**config.mk**
```make
export PLATFORM = sky130hd
export DESIGN_NAME = ddr2_sdram_avalon_local_bridge
export DESIGN_NICKNAME = d
export VERILOG_FILES = /design/src/rtl/ddr2_sdram_bridge_pkg.sv /design/src/rtl/ddr2_sdram_bridge_pend_cnt.sv /design/src/rtl/ddr2_sdram_avalon_local_bridge.sv
export SDC_FILE = /design/constraint.sdc
export NUM_CORES = 1
export LEC_CHECK = 0
export ABC_AREA = 1
export CAP_MARGIN = 20
export CORE_MARGIN = 2
export CORE_UTILIZATION = 44
export DETAILED_ROUTE_END_ITERATION = 8
export PLACE_DENSITY = 0.85
export RECOVER_POWER = 25
export SYNTH_ARGS = -nofsm -noshare
export SYNTH_HDL_FRONTEND = slang
export SYNTH_HIERARCHICAL = 1
export SYNTH_SLANG_ARGS = --single-unit
```
**constraint.sdc**
```tcl
create_clock -name clk -period 8.3 [get_ports clk]
set_input_delay 2.49 -clock clk [delete_from_list [all_inputs] [get_ports clk]]
set_output_delay 2.49 -clock clk [all_outputs]
set_load 0.01 [all_outputs]
```
**src/rtl/ddr2_sdram_bridge_pkg.sv**
```systemverilog
// Shared types and address-field defaults for the DDR2 Avalon-to-local bridge.
package ddr2_sdram_bridge_pkg;

    typedef enum logic [1:0] {
        INIT   = 2'd0,
        RUN    = 2'd1,
        WBURST = 2'd2
    } bridge_state_t;

    localparam int DEF_ROW_W  = 13;
    localparam int DEF_BANK_W = 2;
    localparam int DEF_COL_W  = 9;

    // Bank field sits directly above the column field; row sits above the bank.
    function automatic int bank_lsb(input int col_w);
        return col_w;
    endfunction

endpackage

```
**src/rtl/ddr2_sdram_bridge_pend_cnt.sv**
```systemverilog
// Outstanding read-beat counter: adds a burst on read accept, removes one beat per returned word.
module ddr2_sdram_bridge_pend_cnt #(
    parameter int MAX_PEND = 8,
    parameter int AMT_W    = 2
) (
    input  logic             clk,
    input  logic             reset,
    input  logic             inc,
    input  logic [AMT_W-1:0] amt,
    input  logic             dec,
    output logic             can_accept
);

    localparam int CNT_W = $clog2(MAX_PEND + 1);
    localparam int SUM_W = CNT_W + AMT_W + 1;

    logic [CNT_W-1:0] cnt;
    logic             armed;
    logic [SUM_W-1:0] cnt_ext;
    logic [SUM_W-1:0] amt_ext;
    logic [SUM_W-1:0] cnt_nxt;

    assign cnt_ext    = SUM_W'(cnt);
    assign amt_ext    = SUM_W'(amt);
    assign can_accept = (cnt_ext + amt_ext) <= SUM_W'(MAX_PEND);

    // Returns arriving with nothing pending (data in flight across a reset) are absorbed at 0.
    always_comb begin
        cnt_nxt = cnt_ext;
        if (inc) begin
            cnt_nxt = cnt_nxt + amt_ext;
        end
        if (dec && (cnt_nxt != '0)) begin
            cnt_nxt = cnt_nxt - SUM_W'(1);
        end
    end

    always_ff @(posedge clk) begin
        if (reset) begin
            cnt   <= '0;
            armed <= 1'b0;
        end else begin
            cnt <= CNT_W'(cnt_nxt);
            if (inc) begin
                armed <= 1'b1;
            end
        end
    end

    // Once a read has been issued since reset, a return with nothing pending is a protocol error.
    assert property (@(posedge clk) disable iff (reset) !(dec && !inc && armed && (cnt == '0)));
    assert property (@(posedge clk) disable iff (reset) cnt <= CNT_W'(MAX_PEND));

endmodule

```
**src/rtl/ddr2_sdram_avalon_local_bridge.sv**
```systemverilog
// Avalon-MM burst slave to DDR2 HP controller local-interface bridge.
// Optional DDR2_BRIDGE_PERF_CNT_EN adds read/write beat performance counters.
module ddr2_sdram_avalon_local_bridge
    import ddr2_sdram_bridge_pkg::*;
#(
    parameter int DATA_W   = 32,
    parameter int ADDR_W   = 24,
    parameter int ROW_W    = DEF_ROW_W,
    parameter int BANK_W   = DEF_BANK_W,
    parameter int COL_W    = DEF_COL_W,
    parameter int BURST_W  = 2,
    parameter int MAX_PEND = 8
) (
    input  logic                clk,
    input  logic                reset,
    input  logic [ADDR_W-1:0]   avl_address,
    input  logic                avl_read,
    input  logic                avl_write,
    input  logic [BURST_W-1:0]  avl_burstcount,
    input  logic                avl_beginbursttransfer,
    input  logic [DATA_W-1:0]   avl_writedata,
    input  logic [DATA_W/8-1:0] avl_byteenable,
    output logic                avl_waitrequest,
    output logic [DATA_W-1:0]   avl_readdata,
    output logic                avl_readdatavalid,
    input  logic                local_ready,
    input  logic                local_init_done,
    input  logic [DATA_W-1:0]   local_rdata,
    input  logic                local_rdata_valid,
    output logic                local_read_req,
    output logic                local_write_req,
    output logic                local_burstbegin,
    output logic [BURST_W-1:0]  local_size,
    output logic                local_cs_addr,
    output logic [ROW_W-1:0]    local_row_addr,
    output logic [BANK_W-1:0]   local_bank_addr,
    output logic [COL_W-1:0]    local_col_addr,
    output logic [DATA_W-1:0]   local_wdata,
    output logic [DATA_W/8-1:0] local_be
`ifdef DDR2_BRIDGE_PERF_CNT_EN
    ,
    output logic [31:0]         perf_rd_beats,
    output logic [31:0]         perf_wr_beats
`endif
);

    localparam int BANK_LSB = bank_lsb(COL_W);

    bridge_state_t      state, state_nxt;
    logic [BURST_W-1:0] wbeat_cnt, wbeat_nxt;
    logic [BURST_W-1:0] eff_burst;
    logic               can_accept;
    logic               rd_block;
    logic               acc_wr;
    logic               acc_rd;
    logic               cmd_v;
    logic               cmd_rd;
    logic               cmd_wr;
    logic               cmd_bb;

    assign eff_burst = (avl_burstcount == '0) ? BURST_W'(1) : avl_burstcount;

    // Reads stall inside a write burst and when the return path could overfill.
    assign rd_block        = avl_read & (!can_accept | (state == WBURST));
    assign avl_waitrequest = reset | (state == INIT) | (cmd_v & !local_ready) | rd_block;

    // Write takes priority; a simultaneous read is simply not accepted.
    assign acc_wr = avl_write & !avl_waitrequest;
    assign acc_rd = avl_read & !avl_write & !avl_waitrequest;

    ddr2_sdram_bridge_pend_cnt #(
        .MAX_PEND (MAX_PEND),
        .AMT_W    (BURST_W)
    ) u_pend (
        .clk        (clk),
        .reset      (reset),
        .inc        (acc_rd),
        .amt        (eff_burst),
        .dec        (local_rdata_valid),
        .can_accept (can_accept)
    );

    always_ff @(posedge clk) begin
        if (reset) begin
            state     <= INIT;
            wbeat_cnt <= '0;
        end else begin
            state     <= state_nxt;
            wbeat_cnt <= wbeat_nxt;
        end
    end

    always_comb begin
        state_nxt = state;
        wbeat_nxt = wbeat_cnt;
        case (state)
            INIT: begin
                if (local_init_done) begin
                    state_nxt = RUN;
                end
            end
            RUN: begin
                if (acc_wr && (eff_burst > BURST_W'(1))) begin
                    state_nxt = WBURST;
                    wbeat_nxt = eff_burst - BURST_W'(1);
                end
            end
            WBURST: begin
                if (acc_wr) begin
                    wbeat_nxt = wbeat_cnt - BURST_W'(1);
                    if (wbeat_cnt == BURST_W'(1)) begin
                        state_nxt = RUN;
                    end
                end
            end
            default: state_nxt = INIT;
        endcase
    end

    always_ff @(posedge clk) begin
        if (reset) begin
            cmd_v           <= 1'b0;
            cmd_rd          <= 1'b0;
            cmd_wr          <= 1'b0;
            cmd_bb          <= 1'b0;
            local_size      <= '0;
            local_row_addr  <= '0;
            local_bank_addr <= '0;
            local_col_addr  <= '0;
            local_wdata     <= '0;
            local_be        <= '0;
        end else if (acc_wr || acc_rd) begin
            cmd_v       <= 1'b1;
            cmd_rd      <= acc_rd;
            cmd_wr      <= acc_wr;
            cmd_bb      <= acc_rd | (state == RUN);
            local_wdata <= avl_writedata;
            local_be    <= avl_byteenable;
            // Later write beats keep the address and size of the first beat.
            if (state != WBURST) begin
                local_size      <= eff_burst;
                local_row_addr  <= avl_address[ADDR_W-1 -: ROW_W];
                local_bank_addr <= avl_address[BANK_LSB +: BANK_W];
                local_col_addr  <= avl_address[COL_W-1:0];
            end
        end else if (cmd_v && local_ready) begin
            cmd_v <= 1'b0;
        end
    end

    assign local_read_req   = cmd_v & cmd_rd;
    assign local_write_req  = cmd_v & cmd_wr;
    assign local_burstbegin = cmd_v & cmd_bb;
    assign local_cs_addr    = 1'b0;

    always_ff @(posedge clk) begin
        if (reset) begin
            avl_readdata      <= '0;
            avl_readdatavalid <= 1'b0;
        end else begin
            avl_readdata      <= local_rdata;
            avl_readdatavalid <= local_rdata_valid;
        end
    end

`ifdef DDR2_BRIDGE_PERF_CNT_EN
    always_ff @(posedge clk) begin
        if (reset) begin
            perf_rd_beats <= '0;
            perf_wr_beats <= '0;
        end else begin
            if (avl_readdatavalid) begin
                perf_rd_beats <= perf_rd_beats + 32'd1;
            end
            if (acc_wr) begin
                perf_wr_beats <= perf_wr_beats + 32'd1;
            end
        end
    end
`endif

    logic unused_ok;
    assign unused_ok = avl_beginbursttransfer;

endmodule

```
# == Word-level counts from Yosys, hierarchy flattened ==
# Cells that the tools add are included.
# classes
n_bitwise,13
addsub,4
reduce_logical,16
mul,0
magnitude_cmp,2
shifts,0
eq_ne,8
n_mux,13
div,0
# op_table
operator,count
two-way mux 2 bit,7
AND 1 bit,8
!= test 2 bit (second input constant),4
nonzero test 7 bit,1
case mux 2 bit (3 select lines),1
adder 4 x 2 -> 5 bit,1
<= comparator 5 x 4 -> 1 bit (second input constant),1
two-way mux 5 bit,1
OR 1 bit,5
equality test 2 x 1 -> 1 bit (second input constant),2
logical NOT 1 bit,4
logical NOT 2 bit,2
two-way mux 4 bit,1
case mux 2 bit (2 select lines),1
AND reduction 4 bit,1
nonzero test 2 bit,2
subtractor 2 x 1 -> 2 bit (second input constant),2
subtractor 4 x 1 -> 4 bit (second input constant),1
logical AND 1 bit,3
AND reduction 3 bit,1
equality test 2 bit (second input constant),1
greater-than comparator 2 x 1 -> 1 bit (second input constant),1
two-way mux 1 bit,2
!= test 2 x 1 -> 1 bit (second input constant),1
other kinds (2),2
# totals
elab_cells,71
latchBits,0
romBits,0
mem_count,0
ram_bits,0
register_bits,107

# == Logic depth before layout (Yosys ltp) ==
# depth
ltp_word,14
depth_mapped,26

# == Modules after synthesis ==
# Netlist, hierarchy kept.
# by_module_without_submodules
module,area_per_inst_um2,instances,seq_area_each_um2,cells_each
ddr2_sdram_avalon_local_bridge,3856.2,1,2062.0,502
ddr2_sdram_bridge_pend_cnt,416.6,1,80.1,63

# == Least setup slack after synthesis ==
# No wires, ideal clock.
# synth_timing
kind,input to output
start,in avl_burstcount[1]
end,out avl_waitrequest
path_buffers,0
path_stages,15
t_required_ns,5.810
arrival_ns,4.011
setup_slack_ns,1.799
cell_sequence,inv_1 -> nor2_1 -> inv_1 -> ha_1 -> fa_1 -> inv_1 -> nand2_1 -> nand2_1 -> nand3_1 -> nand3_1 -> o21ai_0 -> inv_1 -> nand2_2 -> nand2_4 -> nand2_1
# synth_between
elab_chain_len,8
# synth_rtl
element,line,rtl
start: declaration,ddr2_sdram_avalon_local_bridge.sv:19,"input logic [BURST_W-1:0] avl_burstcount,"
logical NOT 2 bit,ddr2_sdram_avalon_local_bridge.sv:61,assign eff_burst = (avl_burstcount == '0) ? BURST_W'(1) : avl_burstcount;
two-way mux 2 bit,ddr2_sdram_avalon_local_bridge.sv:61,
net eff_burst[0],ddr2_sdram_avalon_local_bridge.sv:51,logic [BURST_W-1:0] eff_burst;
adder 4 x 2 -> 5 bit,ddr2_sdram_bridge_pend_cnt.sv:25,assign can_accept = (cnt_ext + amt_ext) <= SUM_W'(MAX_PEND);
<= comparator 5 x 4 -> 1 bit,ddr2_sdram_bridge_pend_cnt.sv:25,
net can_accept,ddr2_sdram_avalon_local_bridge.sv:52,logic can_accept;
logical NOT 1 bit,ddr2_sdram_avalon_local_bridge.sv:64,assign rd_block = avl_read & (!can_accept | (state == WBURST));
OR 1 bit,ddr2_sdram_avalon_local_bridge.sv:64,
AND 1 bit,ddr2_sdram_avalon_local_bridge.sv:64,
OR 1 bit,ddr2_sdram_avalon_local_bridge.sv:65,assign avl_waitrequest = reset | (state == INIT) | (cmd_v & !local_ready) | rd_block;
end: declaration,ddr2_sdram_avalon_local_bridge.sv:23,"output logic avl_waitrequest,"
# The timed path passes the listed nets, and every way through them passes these cells.

# == Worst setup path after layout ==
# Same ends and word-level chain as after synthesis.

==> Implementation_results.wiki <==
{| class="wikitable"
! Metric !! Value
|-
| DRC viols || 0
|-
| Violated checks || max-capacitance violations, max-slew violations
|-
| Count of TritonRoute iterations in the first routing pass || 5
|-
| CP max-delay cell || clkdlybuf4s50_1
|-
| Layout cell share with drive strength beyond 1 || under 10%
|-
| Die Area || 0.01052 mm^2
|-
| Critical Path AT || around 5.5 ns
|-
| Max frequency || 0.1257 GHz
|-
| Hold buffer count at CTS || 0
|-
| Weighted congestion at the end of routability-driven global placement || between 0.8 and 0.9
|-
| Crit path max fanout || 6
|-
| Per-cell routed wire length || between 10 and 15 um
|-
| Initial DRC count || approximately 140
|-
| Launching element type of the critical path || input port
|-
| Avg Synthesized Cell Area || about 7.6 um^2
|-
| Slew HR || -19.56%
|-
| Fin crit period || a little under 8 ns
|-
| Critical path cell sequence || clkdlybuf4s50_1, inv_1, nor2_1, inv_1, ha_1, fa_1, nand2_1, nand2_1, nand3_1, nand3_1, o21ai_0, inv_1, nand2_2, nand2_4, nand2_1, clkdlybuf4s50_1
|-
| Area of the mapped netlist || between 0.004 and 0.005 mm^2
|-
| Clock Tree Buf Depth || 2
|-
| Number of antenna violations at the first check in global routing || 0
|-
| Vert. Die Dim || a little over 100 um
|-
| Max-capacitance violation count || 1
|-
| Power density cells || roughly 190 mW/mm^2
|-
| Pin count of the biggest net entering global routing || 65
|-
| Post-route setup TNS || 0 ns
|-
| Count of boundary I/O pins || roughly 200
|-
| VDD IR-drop max || ~0.14 mV
|-
| Number of inserted filler cells in the final layout || between 700 and 800
|-
| Setup violators final || 0
|-
| Skew-Pair Late Insertion Delay || about 0.36 ns
|-
| Area growth syn-to-layout || 50.95%
|-
| Width of the die || 102.5 um
|-
| Sequential cell area || 0.002142 mm^2
|-
| Synth Net Count || 672
|-
| Final clock period utilization by the worst path || 95.86%
|-
| Worst hold path depth || 2
|-
| Clock tree from TritonCTS || built
|-
| Detailed Route WL || between 10 and 15 mm
|-
| Total gr overflow || 0
|-
| Flop and latch count out of synthesis || roughly 110
|-
| Most frequent cells in the layout || clkdlybuf4s50_1 (180), nor2_1 (166), dfxtp_1 (107)
|-
| Required time of the critical path || ~5.8 ns
|-
| Number of core rows || 35
|-
| Count of buffers from port buffering || ~200
|-
| Number of enable flip-flop cells after synthesis || 0
|-
| Number of buffers inserted during clock tree synthesis || 9
|-
| Commonest non-fill, non-tap cell in the layout || clkdlybuf4s50_1
|-
| Top flip-flop cell by instance count after synthesis || dfxtp_1
|-
| Library cells used by synthesis || 32
|-
| Diodes inserted || 0
|-
| Via total after detailed routing || 4,034
|-
| Clock tree skew after final layout || between 0.015 and 0.02 ns
|-
| Clk root buf || clkbuf_8
|-
| Cells on worst reg2reg path || 23
|-
| Post-CTS Setup Bufs || 0
|-
| Overall Global Routing Usage || 20.81%
|-
| Wire length of the first global-routing pass || between 15 and 20 mm
|-
| Count of H-tree levels built during CTS || 3
|-
| Worst hold path type || reg2reg
|-
| CTS-repair resized insts || 0
|-
| Total area of multi-input combinational cells || 0.001633 mm^2
|-
| Standby leakage power || 2.857 nW
|-
| Critical path start-end classification || in2out
|-
| Vias in the first global route || 3,865
|-
| Nature of the critical path endpoint || output pin
|-
| Delay contributed by the slowest stage of the critical path || 0.63 ns
|-
| Total count of max-transition violations in the final report || 43
|-
| Floorplan Core Area || about 0.0093 mm^2
|-
| Worst-Margin Slew || 1.793 ns
|-
| Final nets || ~860
|-
| Share of the yosys chip area belonging to registers || about half
|-
| RSZ-0062 raised after global routing || false
|-
| Number of clock sinks || between 100 and 150
|-
| Detailed-route vias per instance || ~4.6
|-
| Core occupancy in the finished layout || just under 70%
|-
| Post-DRT Antenna Nets || 0
|-
| Initial core utilization || approximately 46%
|-
| Result of the run || finished with violations
|-
| Proportion of register bits with asynchronous set or reset after synthesis || 0%
|-
| Clock Pin Slew Worst Setup and Hold Paths || ~0.11 ns
|-
| Cell count after synthesis || roughly 570
|-
| HPWL reported at the end of detailed placement || about 8.3 mm
|-
| Warnings, synthesis || 6
|-
| Number of hold violations in the final report || 0
|}
==> state kept, by name, summed over array words and instances (netlist names) <==
signal             cells
avl_readdatavalid      1
local_col_addr         9
local_be               4
wbeat_cnt              2
local_bank_addr        2
u_pend/cnt             4
cmd_v                  1
local_row_addr        13
local_size             2
avl_readdata          32
local_wdata           32
cmd_rd                 1
cmd_bb                 1
cmd_wr                 1
state                  2
==> routing by layer <==
| layer | part of all wire (%) | vias up | track usage [%] |
|---|---|---|---|
| met5 | 0 | - | 0 |
| met4 | 2.2 | 0 | 6.564 |
| met3 | 9.5 | 25 | 7.661 |
| met2 | 50 | 158 | 37.41 |
| met1 | 38 | 1777 | 22.78 |
| li1 | - | 2074 | - |
==> cells by family after synthesis <==
logic type | share of synthesized area (%)
AND/OR/NAND/NOR | 29.11
XOR/XNOR | 0.2050
flip-flops | 50.13
AO/OA/AOI/OAI | 7.175
buffers and inverters | 11.65
adder cells (fa/ha/maj) | 1.640
other | 0.08776
==> power breakdown <==
| part | switching, W | internal, W | total (W) |
|---|---|---|---|
| Combinational | 0.000166 | 0.000163 | 0.000330 |
| Clock | 0.000186 | 0.000146 | 0.000331 |
| Sequential | 0.0000250 | 0.000556 | 0.000581 |
| Total | 0.000377 | 0.000864 | 0.00124 |
==> worst paths after layout <==
check / from / slack (ns) / end
max: avl_burstcount[1] / 0.34 / avl_waitrequest
min: cmd_wr$_SDFFE_PP0P_ / 0.48 / cmd_wr$_SDFFE_PP0P_
max reg2reg: u_pend/cnt[0]$_SDFF_PP0_ / 5.00 / u_pend/cnt[0]$_SDFF_PP0_
min reg2reg: cmd_wr$_SDFFE_PP0P_ / 0.48 / cmd_wr$_SDFFE_PP0P_
==> stage by stage <==
step / hold slack (ns) / total power, W / instance area [um^2] / setup WS (ns) / instances
after floorplan: 0.4393 / 0.0007780 / 4273 / 1.799 / 565
after global placement: 0.4497 / 0.0009048 / 6246 / 0.4703 / 866
after detailed placement: 0.4589 / 0.0009237 / 6246 / 0.3644 / 866
after CTS: 0.4755 / 0.001255 / 6454 / 0.3366 / 882
after global routing: 0.5000 / 0.001312 / 6450 / 0.1253 / 882
final: 0.4763 / 0.001242 / 6450 / 0.3434 / 882
==> synthesized netlist by cell type, types with 2 or more instances <==
cell,count,area [um^2]
nor2_1,166,623.1
dfxtp_1,107,2142
inv_1,79,296.5
nand2_1,64,240.2
nand3_1,38,190.2
o21ai_0,29,145.1
o21ai_1,12,60.06
clkbuf_1,11,41.29
buf_6,10,112.6
a21oi_1,8,40.04
ha_1,4,50.05
nand2_2,4,25.02
buf_1,3,11.26
buf_2,3,15.01
nand2_4,3,33.78
nand4_1,3,18.77
a21oi_2,2,17.52
inv_2,2,7.510
nand3_2,2,20.02
nand3_4,2,35.03
nor2_8,2,40.04
==> critical path, delay by kind of cell <==
| kind | cells | cell delay (ns) |
|---|---|---|
| buffers and inverters | 5 | 1.43 |
| AO/OA/AOI/OAI | 1 | 0.07 |
| AND/OR/NAND/NOR | 8 | 0.80 |
| adder cells (fa/ha/maj) | 2 | 0.67 |
==> cell type report <==
| type | instances | share of cell area, % |
|---|---|---|
| clock buffers | 9 | 1.920 |
| flip-flops and latches | 107 | 33.21 |
| well taps | 129 | 2.502 |
| repair buffers | 200 | 30.94 |
| inverters | 82 | 4.811 |
| multi-input cells | 348 | 25.32 |
| clock inverters | 7 | 1.300 |
(Power assumes the default switching activity.)
